File: config.mk
export PLATFORM = sky130hd
export DESIGN_NAME = uart_tx_arbiter_flat
export DESIGN_NICKNAME = d
export VERILOG_FILES = /design/src/rtl/uart_tx_arbiter_if.sv /design/src/rtl/uart_tx_arbiter.sv /design/src/flat_wrapper.sv
export SDC_FILE = /design/constraint.sdc
export NUM_CORES = 1
export LEC_CHECK = 0
export CAP_MARGIN = 30
export CORE_MARGIN = 8
export CORE_UTILIZATION = 49
export CTS_CLUSTER_SIZE = 24
export DETAILED_ROUTE_END_ITERATION = 7
export PLACE_DENSITY = 0.77
export SLEW_MARGIN = 20
export SYNTH_ARGS = -nofsm -noshare
export SYNTH_HDL_FRONTEND = slang
export SYNTH_SLANG_ARGS = --single-unit
File: constraint.sdc
create_clock -name clk -period 1.9 [get_ports clk]
set_input_delay 0.19 -clock clk [delete_from_list [all_inputs] [get_ports clk]]
set_output_delay 0.19 -clock clk [all_outputs]
set_load 0.01 [all_outputs]
File: src/rtl/uart_tx_arbiter_if.sv
// uart_tx_arbiter_if: source read ports, grant/done and UART write side
// of the shared transmitter arbiter, bundled for one port connection.
interface uart_tx_arbiter_if #(
    parameter int NUM_SRC = 2
);
    logic [NUM_SRC-1:0]   src_req;
    logic [8*NUM_SRC-1:0] src_len;
    logic [NUM_SRC-1:0]   src_rd_en;
    logic [7:0]           src_rd_addr;
    logic [8*NUM_SRC-1:0] src_rd_data;
    logic [NUM_SRC-1:0]   src_grant;
    logic [NUM_SRC-1:0]   src_done;
    logic                 tx_busy;
    logic [7:0]           write_data;
    logic                 write_en;
    logic                 err_timeout;

    modport master (
        input  src_req,
        input  src_len,
        input  src_rd_data,
        input  tx_busy,
        output src_rd_en,
        output src_rd_addr,
        output src_grant,
        output src_done,
        output write_data,
        output write_en,
        output err_timeout
    );

    modport slave (
        output src_req,
        output src_len,
        output src_rd_data,
        output tx_busy,
        input  src_rd_en,
        input  src_rd_addr,
        input  src_grant,
        input  src_done,
        input  write_data,
        input  write_en,
        input  err_timeout
    );
endinterface

File: src/rtl/uart_tx_arbiter.sv
// uart_tx_arbiter: round-robin sharing of one UART transmitter between
// NUM_SRC packet sources. Define UART_TX_ARB_CRLF_EN to append CR LF.
module uart_tx_arbiter #(
    parameter int NUM_SRC = 2,
    parameter int BUSY_TO = 1024
) (
    input logic               clk,
    input logic               rst,
    uart_tx_arbiter_if.master bus
);
    localparam int PW = (NUM_SRC > 1) ? $clog2(NUM_SRC) : 1;
    localparam int TW = (BUSY_TO > 1) ? $clog2(BUSY_TO) : 1;

    typedef enum logic [2:0] {
        IDLE,
        CHECK,
        FETCH,
        LOAD,
        WAIT_HI,
        WAIT_LO,
`ifdef UART_TX_ARB_CRLF_EN
        TERM,
`endif
        DONE
    } state_t;

    state_t state, state_n;

    logic [NUM_SRC-1:0] grant, grant_n;
    logic [NUM_SRC-1:0] done, done_n;
    logic [PW-1:0]      win, win_n;
    logic [PW-1:0]      rr, rr_n;
    logic [7:0]         len, len_n;
    logic [7:0]         cnt, cnt_n;
    logic [TW-1:0]      timer, timer_n;
    logic [7:0]         wdata, wdata_n;
    logic               wen, wen_n;
    logic               err, err_n;
    logic               busy_q;
`ifdef UART_TX_ARB_CRLF_EN
    logic [1:0]         term, term_n;
`endif

    logic               found;
    logic [PW-1:0]      pick;
    int                 idx;

    // First requester at or after the round-robin pointer, wrapping.
    always_comb begin
        found = 1'b0;
        pick  = '0;
        idx   = 0;
        for (int i = 0; i < NUM_SRC; i++) begin
            idx = int'(rr) + i;
            if (idx >= NUM_SRC) begin
                idx = idx - NUM_SRC;
            end
            if (!found && bus.src_req[PW'(idx)]) begin
                found = 1'b1;
                pick  = PW'(idx);
            end
        end
    end

    // Next-state and next-register values for the packet sequencer.
    always_comb begin
        state_n = state;
        grant_n = grant;
        win_n   = win;
        rr_n    = rr;
        len_n   = len;
        cnt_n   = cnt;
        timer_n = timer;
        wdata_n = wdata;
        wen_n   = 1'b0;
        done_n  = '0;
        err_n   = err;
`ifdef UART_TX_ARB_CRLF_EN
        term_n  = term;
`endif
        unique case (state)
            IDLE: begin
                if (found) begin
                    grant_n       = '0;
                    grant_n[pick] = 1'b1;
                    win_n         = pick;
                    len_n         = bus.src_len[8*pick +: 8];
                    cnt_n         = 8'h00;
                    rr_n          = (pick == PW'(NUM_SRC - 1)) ? '0
                                                               : pick + 1'b1;
`ifdef UART_TX_ARB_CRLF_EN
                    term_n        = 2'd0;
`endif
                    state_n       = CHECK;
                end
            end
            CHECK: begin
                if (len == 8'h00) begin
`ifdef UART_TX_ARB_CRLF_EN
                    state_n = TERM;
`else
                    state_n = DONE;
`endif
                end else begin
                    state_n = FETCH;
                end
            end
            FETCH: begin
                state_n = LOAD;
            end
            LOAD: begin
                wdata_n = bus.src_rd_data[8*win +: 8];
                wen_n   = 1'b1;
                timer_n = '0;
                state_n = WAIT_HI;
            end
            WAIT_HI: begin
                if (bus.tx_busy) begin
                    state_n = WAIT_LO;
                end else if (timer == TW'(BUSY_TO - 1)) begin
                    err_n   = 1'b1;
                    state_n = DONE;
                end else begin
                    timer_n = timer + 1'b1;
                end
            end
            WAIT_LO: begin
                if (busy_q && !bus.tx_busy) begin
`ifdef UART_TX_ARB_CRLF_EN
                    if (term == 2'd2) begin
                        state_n = DONE;
                    end else if (term == 2'd1) begin
                        state_n = TERM;
                    end else begin
                        cnt_n   = cnt + 8'd1;
                        state_n = (cnt + 8'd1 == len) ? TERM : FETCH;
                    end
`else
                    cnt_n   = cnt + 8'd1;
                    state_n = (cnt + 8'd1 == len) ? DONE : FETCH;
`endif
                end
            end
`ifdef UART_TX_ARB_CRLF_EN
            TERM: begin
                wdata_n = (term == 2'd0) ? 8'h0D : 8'h0A;
                term_n  = term + 2'd1;
                wen_n   = 1'b1;
                timer_n = '0;
                state_n = WAIT_HI;
            end
`endif
            DONE: begin
                done_n  = grant;
                grant_n = '0;
                state_n = IDLE;
            end
            default: begin
                state_n = IDLE;
            end
        endcase
    end

    // State register; reset abandons any packet in flight.
    always_ff @(posedge clk) begin
        if (rst) begin
            state <= IDLE;
        end else begin
            state <= state_n;
        end
    end

    // Grant, counters and registered transmitter-side outputs.
    always_ff @(posedge clk) begin
        if (rst) begin
            grant  <= '0;
            done   <= '0;
            win    <= '0;
            rr     <= '0;
            len    <= 8'h00;
            cnt    <= 8'h00;
            timer  <= '0;
            wdata  <= 8'h00;
            wen    <= 1'b0;
            err    <= 1'b0;
            busy_q <= 1'b0;
`ifdef UART_TX_ARB_CRLF_EN
            term   <= 2'd0;
`endif
        end else begin
            grant  <= grant_n;
            done   <= done_n;
            win    <= win_n;
            rr     <= rr_n;
            len    <= len_n;
            cnt    <= cnt_n;
            timer  <= timer_n;
            wdata  <= wdata_n;
            wen    <= wen_n;
            err    <= err_n;
            busy_q <= bus.tx_busy;
`ifdef UART_TX_ARB_CRLF_EN
            term   <= term_n;
`endif
        end
    end

    assign bus.src_grant   = grant;
    assign bus.src_done    = done;
    assign bus.src_rd_en   = (state == FETCH) ? grant : '0;
    assign bus.src_rd_addr = (state == FETCH) ? cnt : 8'h00;
    assign bus.write_data  = wdata;
    assign bus.write_en    = wen;
    assign bus.err_timeout = err;

endmodule

File: src/flat_wrapper.sv
// flat-port wrapper written by rule: the top's interface ports become plain ports
module uart_tx_arbiter_flat 
#(
    parameter int NUM_SRC = 2,
    parameter int BUSY_TO = 1024
)
  (clk, rst, bus_src_req, bus_src_len, bus_src_rd_data, bus_tx_busy, bus_src_rd_en, bus_src_rd_addr, bus_src_grant, bus_src_done, bus_write_data, bus_write_en, bus_err_timeout);
  uart_tx_arbiter_if #(.NUM_SRC(NUM_SRC)) bus_i ();
  input logic clk;
  input logic rst;
  input wire logic [$bits(bus_i.src_req)-1:0] bus_src_req;
  input wire logic [$bits(bus_i.src_len)-1:0] bus_src_len;
  input wire logic [$bits(bus_i.src_rd_data)-1:0] bus_src_rd_data;
  input wire logic [$bits(bus_i.tx_busy)-1:0] bus_tx_busy;
  output wire logic [$bits(bus_i.src_rd_en)-1:0] bus_src_rd_en;
  output wire logic [$bits(bus_i.src_rd_addr)-1:0] bus_src_rd_addr;
  output wire logic [$bits(bus_i.src_grant)-1:0] bus_src_grant;
  output wire logic [$bits(bus_i.src_done)-1:0] bus_src_done;
  output wire logic [$bits(bus_i.write_data)-1:0] bus_write_data;
  output wire logic [$bits(bus_i.write_en)-1:0] bus_write_en;
  output wire logic [$bits(bus_i.err_timeout)-1:0] bus_err_timeout;
  assign bus_i.src_req = bus_src_req;
  assign bus_i.src_len = bus_src_len;
  assign bus_i.src_rd_data = bus_src_rd_data;
  assign bus_i.tx_busy = bus_tx_busy;
  assign bus_src_rd_en = bus_i.src_rd_en;
  assign bus_src_rd_addr = bus_i.src_rd_addr;
  assign bus_src_grant = bus_i.src_grant;
  assign bus_src_done = bus_i.src_done;
  assign bus_write_data = bus_i.write_data;
  assign bus_write_en = bus_i.write_en;
  assign bus_err_timeout = bus_i.err_timeout;
  uart_tx_arbiter #(.NUM_SRC(NUM_SRC), .BUSY_TO(BUSY_TO)) u_core (.clk(clk), .rst(rst), .bus(bus_i));
endmodule
Word-level counts from Yosys, hierarchy flattened
Index checks and enable logic that the tools add are counted.
{ "op_classes": {"add_sub_neg": 6, "n_mul": 0, "div": 0, "n_lt_le_gt_ge": 6, "eq_ne": 13, "shifts": 2, "n_mux": 31, "n_bitwise": 2, "n_reduce_logical": 17} }
{ "op_table": {"columns": ["op", "count"], "rows": [
  ["$shiftx 16x5->8", 2],
  ["$mux 8", 3],
  ["$mux 10", 2],
  ["$pmux 10 s2", 1],
  ["$mux 3", 6],
  ["$pmux 3 s6", 1],
  ["$pmux 8 s2", 1],
  ["$mux 1", 13],
  ["$reduce_and 3->1", 4],
  ["$add 10x1->10 const B", 1],
  ["$eq 10x10->1 const B", 1],
  ["$eq 3x3->1 const B", 3],
  ["$add 8x1->8 const B", 1],
  ["$eq 8x8->1", 1],
  ["$logic_not 8->1", 1],
  ["$eq 3x2->1 const B", 2],
  ["$lt 1x3->1 const B", 2],
  ["$reduce_bool 2->1", 3],
  ["$mux 2", 2],
  ["$ne 2x1->1 const B", 2],
  ["$ne 2x2->1 const B", 2],
  ["$pmux 2 s2", 1],
  ["$reduce_and 2->1", 2],
  ["$eq 3x1->1 const B", 1],
  ["14 further kinds", 19]
]} }
{ "totals": {"register_bits": 46, "latchBits": 0, "ramBits": 0, "rom_bits": 0, "inputBits": 37, "out_inout_bits": 24, "wordCells": 89, "mem_count": 0} }

Depth between registers and ports, before layout
Gate-level depths: netlist of run 1.
{ "logic_depth": {"word_depth": 15, "mapped_depth": 8} }

Worst setup path before layout of run 1
Ideal clock, no wire load.
{ "synth_timing": {"path_type": "register to register", "from": "register u_core.cnt[0]", "to": "register u_core.state[2]", "setup_ns": 0.086, "arrival_ns": 1.634, "required_ns": 1.814, "path_slack_ns": 0.181, "stages_incl_launch_ff": 8, "path_buffers": 1, "period_less_slack_ns": 1.719, "path_cell_list": "dfxtp_1 -> ha_1 -> clkbuf_1 -> nand3_1 -> xnor2_1 -> a311oi_1 -> o2111ai_1 -> a211oi_1"} }
{ "synth_via": {"elab_chain_len": 5} }
{ "synth_rtl": {"columns": ["item", "line_no", "rtl"], "rows": [
  ["start, declared", "uart_tx_arbiter.sv:34", "logic [7:0] cnt, cnt_n;"],
  ["start signal, assigned", "uart_tx_arbiter.sv:196", "cnt <= cnt_n;"],
  ["$add 8x1->8", "uart_tx_arbiter.sv:140", "state_n = (cnt + 8'd1 == len) ? DONE : FETCH;"],
  ["$eq 8x8->1", "uart_tx_arbiter.sv:140", null],
  ["$mux 3", "uart_tx_arbiter.sv:140", null],
  ["$mux 3", "uart_tx_arbiter.sv:128", "if (busy_q && !bus.tx_busy) begin"],
  ["$pmux 3 s6", "uart_tx_arbiter.sv:81", "unique case (state)"],
  ["end signal, assigned", "uart_tx_arbiter.sv:169", "state <= state_n;"],
  ["end, declared", "uart_tx_arbiter.sv:27", "state_t state, state_n;"]
]} }
Every way passes these cells. The select of a mux whose other input is x is not followed.
A chain may end at the register's enable or synchronous reset.

Worst setup path after layout of run 1
{ "layout_timing": {"from": "register u_core.timer[0]", "to": "register u_core.timer[9]"} }
{ "layout_via": {"elab_chain_len": 4} }
{ "layout_rtl": {"columns": ["item", "line_no", "rtl"], "rows": [
  ["start, declared", "uart_tx_arbiter.sv:35", "logic [TW-1:0] timer, timer_n;"],
  ["start signal, assigned", "uart_tx_arbiter.sv:197", "timer <= timer_n;"],
  ["$add 10x1->10", "uart_tx_arbiter.sv:124", "timer_n = timer + 1'b1;"],
  ["$mux 10", "uart_tx_arbiter.sv:120", "end else if (timer == TW'(BUSY_TO - 1)) begin"],
  ["$mux 10", "uart_tx_arbiter.sv:118", "if (bus.tx_busy) begin"],
  ["$pmux 10 s2", "uart_tx_arbiter.sv:81", null]
]} }
Several ways; a longest one is shown, not always the timed one. The select of a mux whose other input is x is not followed.

==> results of run 1 <==
[registers in the layout, summed over array words and instances, names as in the netlist]
signal / cells
u_core.state: 3
u_core.bus.write_data: 8
u_core.cnt: 8
u_core.busy_q: 1
u_core.bus.src_done: 2
u_core.timer: 10
u_core.rr: 1
u_core.bus.err_timeout: 1
u_core.len: 8
u_core.bus.src_grant: 2
u_core.win: 1
u_core.bus.write_en: 1
[timing repair]
| item | CTS | global route |
|---|---|---|
| setup endpoints to repair | 10 | 5 |
| gates resized for setup | 17 | 4 |
| setup buffers | 1 | 0 |
| pin swaps | 1 | 7 |
| endpoints found under the hold margin | 0 | 0 |
[worst register-to-register path, cell delays in order, from the launching register on]
cell,delay [ns]
dfxtp_1,0.44
ha_1,0.21
nand3_1,0.12
o31a_2,0.34
o2111ai_2,0.29
nor2_1,0.09
xnor2_1,0.14
nor2_1,0.05
[per-stage QoR]
step                 util  std cells     TNS, ns  hold WS [ns]  instance area [um2]
floorplan               -        284           0         0.318                 2380
global placement    0.672        404     -0.0707         0.454                 3150
detailed placement  0.672        404      -0.394         0.466                 3150
CTS                 0.694        413           0         0.490                 3260
global route        0.699        413  -0.0000762         0.524                 3280
finish              0.699        413           0         0.482                 3280
[cell usage in the layout, fill, tap and decap left out, types with 2 or more instances in the layout]
cell type and count:
nor2_1 50, clkdlybuf4s50_1 49, dfxtp_1 41, buf_4 26, a211oi_1 18, mux2i_1 16, a21oi_1 16, nand2_1 14
and2_1 12, xnor2_1 12, dlygate4sd2_1 10, nand3_1 9, xor2_1 7, o21ai_1 6, o21ai_0 6, nor2b_1 5
clkbuf_8 5, nand2b_1 4, nor3_1 4, or3_1 4, nand3b_1 4, nor4_1 4, dfxtp_2 4, a31oi_1 2
and3_1 2, nor4b_4 2, inv_1 2, nand4_1 2, o2111ai_1 2
[worst max-delay path by stage]
stage	end	slack, ns	depth (start not counted)
floorplan	u_core.state[2]$_SDFFE_PP0P_	0.18	7
finish	u_core.timer[9]$_SDFFE_PP0P_	0.11	7
global route	u_core.timer[5]$_SDFFE_PP0P_	-0.00008	7
global placement	u_core.cnt[1]$_SDFFE_PP0P_	-0.04	7
detailed placement	u_core.cnt[1]$_SDFFE_PP0P_	-0.07	7
CTS	u_core.timer[5]$_SDFFE_PP0P_	0.04	7
[power by group]
| part | total, W | internal (W) | switching, W |
|---|---|---|---|
| sequential | 0.00136 | 0.00112 | 0.000231 |
| combinational | 0.00130 | 0.000676 | 0.000624 |
| clock | 0.000604 | 0.000259 | 0.000345 |
[kinds of logic (layout without fill, tap and decap cells)]
kind of cell,after synthesis,after routing
multiplexers,17,17
adder cells (fa/ha/maj),2,2
flip-flops,46,46
buffers and inverters,21,96
AND/OR/NAND/NOR,123,123
AO/OA/AOI/OAI,56,56
XOR/XNOR,19,19
[area by class of cell]
type	instances	area, um2
clock inverters	3	21.3
flip-flops and latches	46	930
inverters	2	7.51
fillers	376	1410
multi-input cells	217	1400
repair buffers	86	785
well taps	54	67.6
clock buffers	5	68.8
[routing by layer]
metal	global-route usage	wire (um)	up-vias
met5	0	0	-
met4	0.0494	65	0
met3	0.0621	512	6
met2	0.247	2670	78
met1	0.207	2620	1010
li1	-	-	1143
==> results.md, run 1 <==
- Critical R2R Launch: u_core.timer[0]$_SDFFE_PP0P_
- Status: finished clean
- Die height: 85.7 um
- Post-Syn Area: 0.00238 mm2
- Die X: 85.7 um
- Die area: 0.00735 mm2
- WP buf/inv: 0
- Clock skew: 0.00569 ns
- GP Congestion: 0.853
- Share of layout cells above drive strength 1: 0.139
- Worst Setup End Kind: flip-flop
- Count leader, synth: nor2_1
- CTS sink count: 46
- Nets: 397
- Final Slew Violations: 0
- CTS Buffer Depth: 2
- 1st-pass router iterations: 4
- GRT Util Overall: 0.163
- Sequential area share after synthesis: 0.387
- Post-synth EDFFs: 0
- Row count: 25
- Most frequent cells after synthesis: nor2_1 (50), dfxtp_1 (46), a211oi_1 (18)
- ANT nets after route: 0
- Yosys cell types: 41
- WP data arrival: 1.99 ns
- Delay-heaviest family, CP: compound AO/OA/AOI/OAI gates
- #FFs+latches synth: 46
- Worst Hold Path EP: u_core.bus.err_timeout$_SDFFE_PP0P_
- Required time of the critical path: 2.10 ns
- Worst vdd ir: 536 uV
- Post-Synth XOR/XNOR Area: 0.0699
- P_leak: 1.21 nW
- Largest family of logic cells by synthesized area: simple AND/OR/NAND/NOR gates
- Antenna diode count: 0
- R2r worst-path depth: 7
- # setup viols final: 0
- Final Hold Viols: 0
- CTS buffer count: 5
- Top cells by area, synth: dfxtp_1 (39%), nor2_1 (7.9%), mux2i_1 (6.7%), a211oi_1 (5.7%), xnor2_1 (4.4%)
- Pwr dens: 994 mW/mm2
- Mapped Cells: 284
- Vias in the first global route: 2124
- Post-Syn Nets: 323
- Worst Setup SP: u_core.timer[0]$_SDFFE_PP0P_
- Total of max-cap violations: 0
- Mux cell area share after synthesis: 0.0720
- Root buf cell: clkbuf_8
- Most used flip-flop cell after synthesis: dfxtp_1
- Worst-path clk slew: 0.09 ns
- Crit-path max FO: 4
- Post-synth ARST share: 0
- Via count: 2237
- WHS Path Cells: 2
- Io pins: 61
- First-pass GRT wire length: 9.85 mm
- Post-place setup slack: -0.0669 ns
- Top-area cell type share of the netlist area: 0.387
- Area growth from synthesis to layout: 37.7%
- RSZ-0062 raised after global routing: yes
- Period utilization: 0.942
- CTS tree: done
- CP max-delay cell: dfxtp_1
- Hold_sp: u_core.bus.err_timeout$_SDFFE_PP0P_
- Initial antenna violation count: 0
- DR iter-0 viols: 169
- Total congestion overflow: 0
- Complex-gate fraction of the synthesized area: 0.149
- Tightest Pin Transition: 0.561 ns
- Adder-cell share of the synthesized area: 0.0105
- Largest net degree at the start of global routing: 29
- Simple-Gate Fraction of Synth Area: 0.274
- Slew headroom: 0.625
- Most frequent CP cell: nor2_1
- Worst path cell trace: ha_1 -> nand3_1 -> o31a_2 -> o2111ai_2 -> nor2_1 -> xnor2_1 -> nor2_1
- Depth of the CTS H-tree: 2
- Core region area: 0.00469 mm2
- Routed len/inst: 14.2 um
- Final WS setup: 0.110 ns
- Skew-Pair Late Insertion Delay: 0.30 ns
- DRC: 0
- Slowest stage delay, CP: 0.44 ns
- Starting Density: 0.508
- Via density: 5.42
- Syn avg cell area: 8.39 um2
- Setup CP Type: flip-flop to flip-flop
- Hold buffers post-CTS: 0
- Hold Crit Class: flip-flop to flip-flop
- Port bufs: 59
- Fmax: 559 MHz
- Reg2reg end: u_core.timer[9]$_SDFFE_PP0P_
- Dpl hpwl: 4.34 mm
- Worst Setup Start Kind: flip-flop
- Tmin final: 1.79 ns
- Total routed wirelength: 5.87 mm
- Tot Pwr: 0.00326 W
- Worst reg-to-reg setup slack: 0.11 ns
- Ys Warns: 0
- Post-synth top area cell: dfxtp_1
(Power assumes the default switching activity.)
==> run 2: changes to the inputs <==
- MAX_ROUTING_LAYER: not set -> met4
==> results.md, run 2 (synthesized netlist as in run 1, its figures left out) <==
- Status: finished clean
- DRC: 0 (unchanged)
- Starting Density: 0.508 (unchanged)
- Slew headroom: 0.637 (+0.0121)
- Root buf cell: clkbuf_8
- Dpl hpwl: 4.34 mm (unchanged)
- Depth of the CTS H-tree: 2 (unchanged)
- Commonest cells after routing, fill and taps aside: nor2_1 (50), clkdlybuf4s50_1 (49), dfxtp_1 (41)
- Slowest stage delay, CP: 0.44 ns (about the same)
- Tot Pwr: 0.00325 W (-0.24%)
- Worst Setup Start Kind: flip-flop
- Most flop-heavy register: u_core.timer
- Worst-path clk slew: 0.09 ns (about the same)
- Total routed wirelength: 5.86 mm (-0.24%)
- Via count: 2236 (-0.045%)
- CTS Buffer Depth: 2 (unchanged)
- Total of max-cap violations: 0 (unchanged)
- CP max-delay cell: dfxtp_1
- Antenna diode count: 0 (unchanged)
- Die height: 85.7 um (unchanged)
- Final Hold Viols: 0 (unchanged)
- DR iter-0 viols: 154 (-8.9%)
- Share of layout cells above drive strength 1: 0.139 (unchanged)
- Area growth from synthesis to layout: 37.7% (unchanged)
- P_leak: 1.21 nW (unchanged)
- Logic gate share of total power: 0.399 (about the same)
- NetSw: 0.00119 W (-0.64%)
- Net Sw Frac: 0.367 (-0.00146)
- First-pass GRT wire length: 9.84 mm (-0.14%)
- Routed len/inst: 14.2 um (-0.24%)
- Setup CP Type: flip-flop to flip-flop
- Initial antenna violation count: 0 (unchanged)
- Final Slew Violations: 0 (unchanged)
- Tightest Pin Transition: 0.543 ns (-0.0181 ns)
- Inst Count DP: 404 (unchanged)
- Clock share of power: 0.184 (about the same)
- WP data arrival: 1.99 ns (about the same)
- Finished Layout Cells: 413 (unchanged)
- Io pins: 61 (unchanged)
- CTS sink count: 46 (unchanged)
- Max reg flops: 10 (unchanged)
- GRT Util Overall: 0.167 (+0.00424)
- Tmin final: 1.79 ns (+0.000897 ns)
- GP Congestion: 0.866 (+1.6%)
- Worst path cell trace: ha_1 -> nand3_1 -> o31a_2 -> o2111ai_2 -> nor2_1 -> xnor2_1 -> nor2_1
- Total congestion overflow: 0 (unchanged)
- CTS tree: done
- Row count: 25 (unchanged)
- Die X: 85.7 um (unchanged)
- Sequential share of power: 0.416 (about the same)
- # setup viols final: 0 (unchanged)
- Via density: 5.41 (about the same)
- Skew-Pair Late Insertion Delay: 0.30 ns (about the same)
- Period utilization: 0.942 (about the same)
- Nets: 397 (unchanged)
- Fmax: 559 MHz (about the same)
- Required time of the critical path: 2.10 ns (about the same)
- Hold buffers post-CTS: 0 (unchanged)
- Worst vdd ir: 530 uV (-1.2%)
- Crit-path max FO: 4 (unchanged)
- Largest net degree at the start of global routing: 29 (unchanged)
- RSZ-0062 raised after global routing: yes
- Port bufs: 59 (unchanged)
- Most frequent CP cell: nor2_1
- Hold Crit Class: flip-flop to flip-flop
- Worst Setup End Kind: flip-flop
- Cell-internal power: 0.00206 W (about the same)
- ANT nets after route: 0 (unchanged)
- Die area: 0.00735 mm2 (unchanged)
- CTS buffer count: 5 (unchanged)
- Core region area: 0.00469 mm2 (unchanged)
- Commonest non-fill, non-tap cell in the layout: nor2_1
- Pwr dens: 991 mW/mm2 (-0.24%)
- Vias in the first global route: 2130 (+0.28%)
- 1st-pass router iterations: 4 (unchanged)
- Clock skew: 0.00326 ns (-0.00243 ns)
[run 2: stage by stage]
step	utilization	instance area, um2	hold slack, ns	TNS, ns	worst slack [ns]
after global routing	0.699	3280	0.524	-0.0000762	-0.0000762
after CTS	0.694	3260	0.490	0	0.0449
final	0.699	3280	0.481	0	0.110
after global placement	0.672	3150	0.454	-0.0707	-0.0417
after floorplan	-	2380	0.318	0	0.181
after detailed placement	0.672	3150	0.466	-0.394	-0.0669
[run 2: worst max-delay path, delay by kind of cell, from the launching register on]
kind	cells	cell delay, ns
AND/OR/NAND/NOR	3	0.26
XOR/XNOR	1	0.14
AO/OA/AOI/OAI	2	0.63
adder cells (fa/ha/maj)	1	0.22
flip-flops	1	0.44
[run 2: final cells by class]
| cell class | count | area (um2) |
|---|---|---|
| clock inverter | 3 | 21.3 |
| fill | 376 | 1410 |
| tap | 54 | 67.6 |
| multi-input combinational | 217 | 1400 |
| inverter | 2 | 7.51 |
| clock buffer | 5 | 68.8 |
| timing repair buffer | 86 | 785 |
| sequential | 46 | 930 |
[run 2: timing repair]
item	in CTS	in global routing
endpoints found under the hold margin	0	0
setup endpoints to repair	10	5
pin swaps	1	7
gates resized for setup	17	4
buffers inserted	1	0
[run 2: path summary, 6_finish.rpt]
path / to / slack [ns] / from / cells past startpoint
worst max-delay path: u_core.timer[9]$_SDFFE_PP0P_ / 0.11 / u_core.timer[0]$_SDFFE_PP0P_ / 7
worst min-delay path: u_core.bus.err_timeout$_SDFFE_PP0P_ / 0.48 / u_core.bus.err_timeout$_SDFFE_PP0P_ / 2
worst max register to register: u_core.timer[9]$_SDFFE_PP0P_ / 0.11 / u_core.timer[0]$_SDFFE_PP0P_ / 7
worst min register to register: u_core.bus.err_timeout$_SDFFE_PP0P_ / 0.48 / u_core.bus.err_timeout$_SDFFE_PP0P_ / 2
[run 2: power groups by stage]
stage               registers, W  clock network, W  logic [W]
floorplan                0.00126                 0   0.000872
global placement         0.00134                 0    0.00123
detailed placement       0.00135                 0    0.00126
CTS                      0.00135          0.000608    0.00130
global route             0.00138          0.000651    0.00144
finish                   0.00135          0.000600    0.00130
[run 2: routing by layer]
metal | part of all wire | GRT usage
met5 | 0 | -
met4 | 0.0097 | 0.0494
met2 | 0.45 | 0.249
met1 | 0.47 | 0.210
met3 | 0.067 | 0.0525
==> run 3: changes to the inputs <==
- CTS_CLUSTER_DIAMETER: not set -> 80
==> results of run 3 <==
Final layout, timing and power as in run 2 (identical DEF).
==> RTL edit 1, RTL diff (flow settings as in run 3) <==
The option `UART_TX_ARB_CRLF_EN` is turned on by a define.
--- a/src/rtl/uart_tx_arbiter.sv
+++ b/src/rtl/uart_tx_arbiter.sv
@@ -1,5 +1,7 @@
 // uart_tx_arbiter: round-robin sharing of one UART transmitter between
 // NUM_SRC packet sources. Define UART_TX_ARB_CRLF_EN to append CR LF.
+`define UART_TX_ARB_CRLF_EN
+
 module uart_tx_arbiter #(
     parameter int NUM_SRC = 2,
     parameter int BUSY_TO = 1024
Check against the original RTL: not equivalent (Yosys sat finds a counterexample within 4 cycles, from zero or initial values and one cycle with rst high).
==> RTL edit 1 against run 3 <==
- the run now ends with setup timing left
- area after synthesis grew 9.3%
- final area grew 11%
- power rose by 5.7%
- clock skew is 0.00079 ns higher
- fmax shrank 10%
- sequential share of layout area down 1.7 points
- sequential cell count up 2
- routed wire length grew 18%
- worst setup slack got worse by 0.21 ns
- critical path type unchanged
- largest cell class unchanged
- largest power group is now combinational cells
==> RTL edit 1: results (changes against run 3) <==
- Status: complete, but fails checks
- Failing checks: setup timing
- Avg WL per Cell: 15.0 um (+5.5%)
- Filler cells: 419 (+11%)
- GR Util met1: 0.224 (+0.0138)
- Post-synthesis adder-cell area fraction: 0.0240 (+0.0135)
- First-pass GRT wire length: 11400 um (+16%)
- Setup-failing EPs final: 6 (+6)
- P_comb: 1.46 mW (+12%)
- Met2 wire len: 3250 um (+22%)
- Invs w/o clock: 7 (+5)
- Detailed placement HPWL: 4970 um (+15%)
- Met3 usage: 0.0478 (-0.00474)
- Final worst slack: -0.0973 ns (-0.207 ns)
- Share of cells above drive strength 1: 0.178 (+0.0384)
- Leakage: 1.42 nW (+17%)
- Compound-Gate Fraction of Synth Area: 0.189 (+0.0402)
- Layout clock buffers: 8 (+3)
- Maximum VDD drop: 0.501 mV (-5.5%)
- Logic gate share of total power: 0.426 (+0.027)
- Area of the multi-input gates: 1650 um^2 (+18%)
- Seq/Total Area, Yosys: 0.369 (-0.0175)
- Met2 Usage GRT: 0.299 (+0.0502)
- Seq area share: 0.266 (-0.0172)
- Crit path arrival time: 2.24 ns (+0.25 ns)
- Synth top cells by count: nor2_1, dfxtp_1, a21oi_1
- Crit path max fanout: 8 (+4)
- Via count: 2538 (+14%)
- Setup TNS: -0.439 ns (-0.439 ns)
- Clk_skew: 0.00405 ns (+0.000791 ns)
- Pre-CTS WS: -0.336 ns (-0.269 ns)
- Largest net degree at the start of global routing: 25 (-14%)
RTL edit 1: worst max-delay path, cell delays in order, from the launching register on:
cell	delay (ns)
dfxtp_2	0.36
inv_2	0.05
ha_4	0.15
or4b_4	0.53
or3_4	0.40
or3_1	0.33
a21oi_1	0.12
RTL edit 1: path summary, 6_finish.rpt:
| kind | start | end | slack, ns | cells past startpoint |
|---|---|---|---|---|
| worst max-delay path | u_core.term[0] | u_core.cnt[3] | -0.1 | 6 |
| worst min-delay path | u_core.bus.write_data[1] | u_core.bus.write_data[1] | 0.46 | 2 |
| worst max register to register | u_core.term[0] | u_core.cnt[3] | -0.1 | 6 |
| worst min register to register | u_core.bus.write_data[1] | u_core.bus.write_data[1] | 0.46 | 2 |
RTL edit 1: timing repair:
item	in CTS	in global routing
hold buffers	0	0
hold endpoints to repair	0	0
buffers inserted	2	1
endpoints found under the setup margin	18	16
pin swaps	2	4
resized for setup	21	24
==> RTL edit 2, RTL diff (flow settings as in run 3) <==
Made on the original files. `wdata` no longer has a reset.
--- a/src/rtl/uart_tx_arbiter.sv
+++ b/src/rtl/uart_tx_arbiter.sv
@@ -180,7 +180,6 @@
             len    <= 8'h00;
             cnt    <= 8'h00;
             timer  <= '0;
-            wdata  <= 8'h00;
             wen    <= 1'b0;
             err    <= 1'b0;
             busy_q <= 1'b0;
@@ -195,7 +194,6 @@
             len    <= len_n;
             cnt    <= cnt_n;
             timer  <= timer_n;
-            wdata  <= wdata_n;
             wen    <= wen_n;
             err    <= err_n;
             busy_q <= bus.tx_busy;
@@ -203,6 +201,10 @@
             term   <= term_n;
 `endif
         end
+    end
+
+    always_ff @(posedge clk) begin
+        wdata <= wdata_n;
     end
 
     assign bus.src_grant   = grant;
Formal check against the unedited RTL: differs if rst is asserted again (counterexample within 4 cycles, from zero or initial values and one cycle with rst high); with rst held inactive, the same outputs for 10 cycles.
==> RTL edit 2 against run 3 <==
- final area rose by 3.8%
- routed wire length rose by 5.5%
- power fell by 1.6%
- area after synthesis rose by 4.5%
- sequential cell count did not move
- die area rose by 3.7%
- largest power group unchanged
- worst setup slack got worse by 0.039 ns
- synthesized cell count fell by 4.6%
==> RTL edit 2: results (changes against run 3) <==
- Status: completed
- Max clock buf depth: 2 (unchanged)
- Slew @ Worst Pin: 0.605 ns (+0.0618 ns)
- Share of cells above drive strength 1: 0.157 (+0.0172)
- Crit path max fanout: 10 (+6)
- Synth top cells by count: dfxtp_1, nor2_1, nand2_1
- Total GRT Usage: 0.177 (+0.0102)
- Slowest cell on crit path: clkdlybuf4s50_1
- Dominant cells by area after synthesis: dfxtp_1, edfxtp_1, nor2_1, xor2_1, mux2_2
- Syn Nets: 310 (-4.0%)
- Warnings from Yosys: 0 (unchanged)
- Library cells used by synthesis: 53 (+29%)
- Crit path arrival time: 1.64 ns (-0.35 ns)
- Post-DP Area: 3270 um^2 (+3.8%)
- Largest net degree at the start of global routing: 18 (-38%)
- Mux share of post-synthesis cell area: 0.0809 (+0.00895)
- Number of flops mapped to enable cells by yosys: 8 (+8)
- Launch point of the critical path: u_core.state[0]
- Final WL: 6180 um (+5.5%)
- Compound-Gate Fraction of Synth Area: 0.166 (+0.0167)
- CTS clk-pin slew, worst paths: approximately 0.08 ns
- Starting DRC count in detailed routing: 105 (-32%)
- Seq/Total Area, Yosys: 0.402 (+0.0155)
- Clk_skew: 0.00724 ns (+0.00398 ns)
- Setup bufs post-CTS: 0 (-1)
- Fin nets: 383 (-3.5%)
- Pre-CTS WS: -0.124 ns (-0.0570 ns)
- Vias in the first global route: 2249 (+5.6%)
- Synth Area per Inst: 9.19 um^2 (+9.5%)
- Detailed Routing Iterations Pass 1: 4 (unchanged)
- Worst r2r src: u_core.state[2]
- Routability congestion estimate: 0.894 (+3.2%)
- Post-synthesis adder-cell area fraction: 0.0101 (-0.000454)
- CP top delay family: buffers and inverters
- Maximum VDD drop: 0.704 mV (+33%)
- Synth Area in XOR/XNOR: 0.0633 (-0.00654)
- Avg WL per Cell: 14.9 um (+5.0%)
- Detailed placement HPWL: 4690 um (+8.1%)
- Crit-path max cell delay: 0.53 ns (+0.09 ns)
- Dpl cells: 407 (+0.74%)
- Number of port buffers: 59 (unchanged)
- Leakage: 1.37 nW (+13%)
- First-pass GRT wire length: 10500 um (+6.3%)
- Via-to-Cell Ratio: 5.39 (-0.44%)
- Number of H-tree levels: 2 (unchanged)
- Ys async rst share: 0 (unchanged)
- Clock root cell: clkbuf_8
## RTL edit 2: cell types whose count changed in the layout (fill, tap and decap cells not counted), sizes merged, moves of 7 or more
cell / before / now
a211oi: 18 / 10
o21ai: 12 / 4
dfxtp: 46 / 38
nor2: 50 / 34
edfxtp: 0 / 8
dlygate4sd2: 10 / 0
dlymetal6s2s: 0 / 7
mux2: 1 / 9
and3: 2 / 13
and2: 12 / 3
## RTL edit 2: worst register-to-register path, stage by stage, from the launching register on
cell and delay [ns]:
dfxtp_2 0.45, or4b_4 0.52, a41oi_4 0.31, o2111ai_1 0.17, xor2_1 0.17, nor2_1 0.06
## RTL edit 2: final cells by class
class                           instances  area [um^2]
Fill cell                             436         1610
Multi-Input combinational cell        202         1390
Sequential cell                        46         1010
Timing Repair Buffer                   85          807
Tap cell                               70         87.6
Clock buffer                            7         86.3
Inverter                                4         15.0
Clock inverter                          1         8.76
## RTL edit 2: final timing paths
kind	cells past startpoint	slack [ns]	to
setup reg to reg	5	0.11	u_core.timer[4]
hold reg to reg	2	0.45	u_core.bus.err_timeout
setup / recovery	4	0.07	bus_src_rd_en[0]
hold / removal	2	0.45	u_core.bus.err_timeout
## RTL edit 2: routing by layer
metal,GRT usage,part of all wire
met5,-,0
met4,0.0672,0.016
met3,0.0368,0.053
met2,0.310,0.52
met1,0.192,0.41
## RTL edit 2: power by group
group / switching (mW) / leakage [nW] / total (mW) / internal (mW)
sequential: 0.213 / 0.383 / 1.35 / 1.14
clock: 0.328 / 0.0489 / 0.628 / 0.301
combinational: 0.587 / 0.935 / 1.22 / 0.632
total: 1.13 / 1.37 / 3.20 / 2.07
## RTL edit 2: timing repair
action                     in CTS  in global routing
gates resized for setup         4                 11
hold buffers                    0                  0
setup endpoints to repair      10                 10
gates cloned                    0                  0
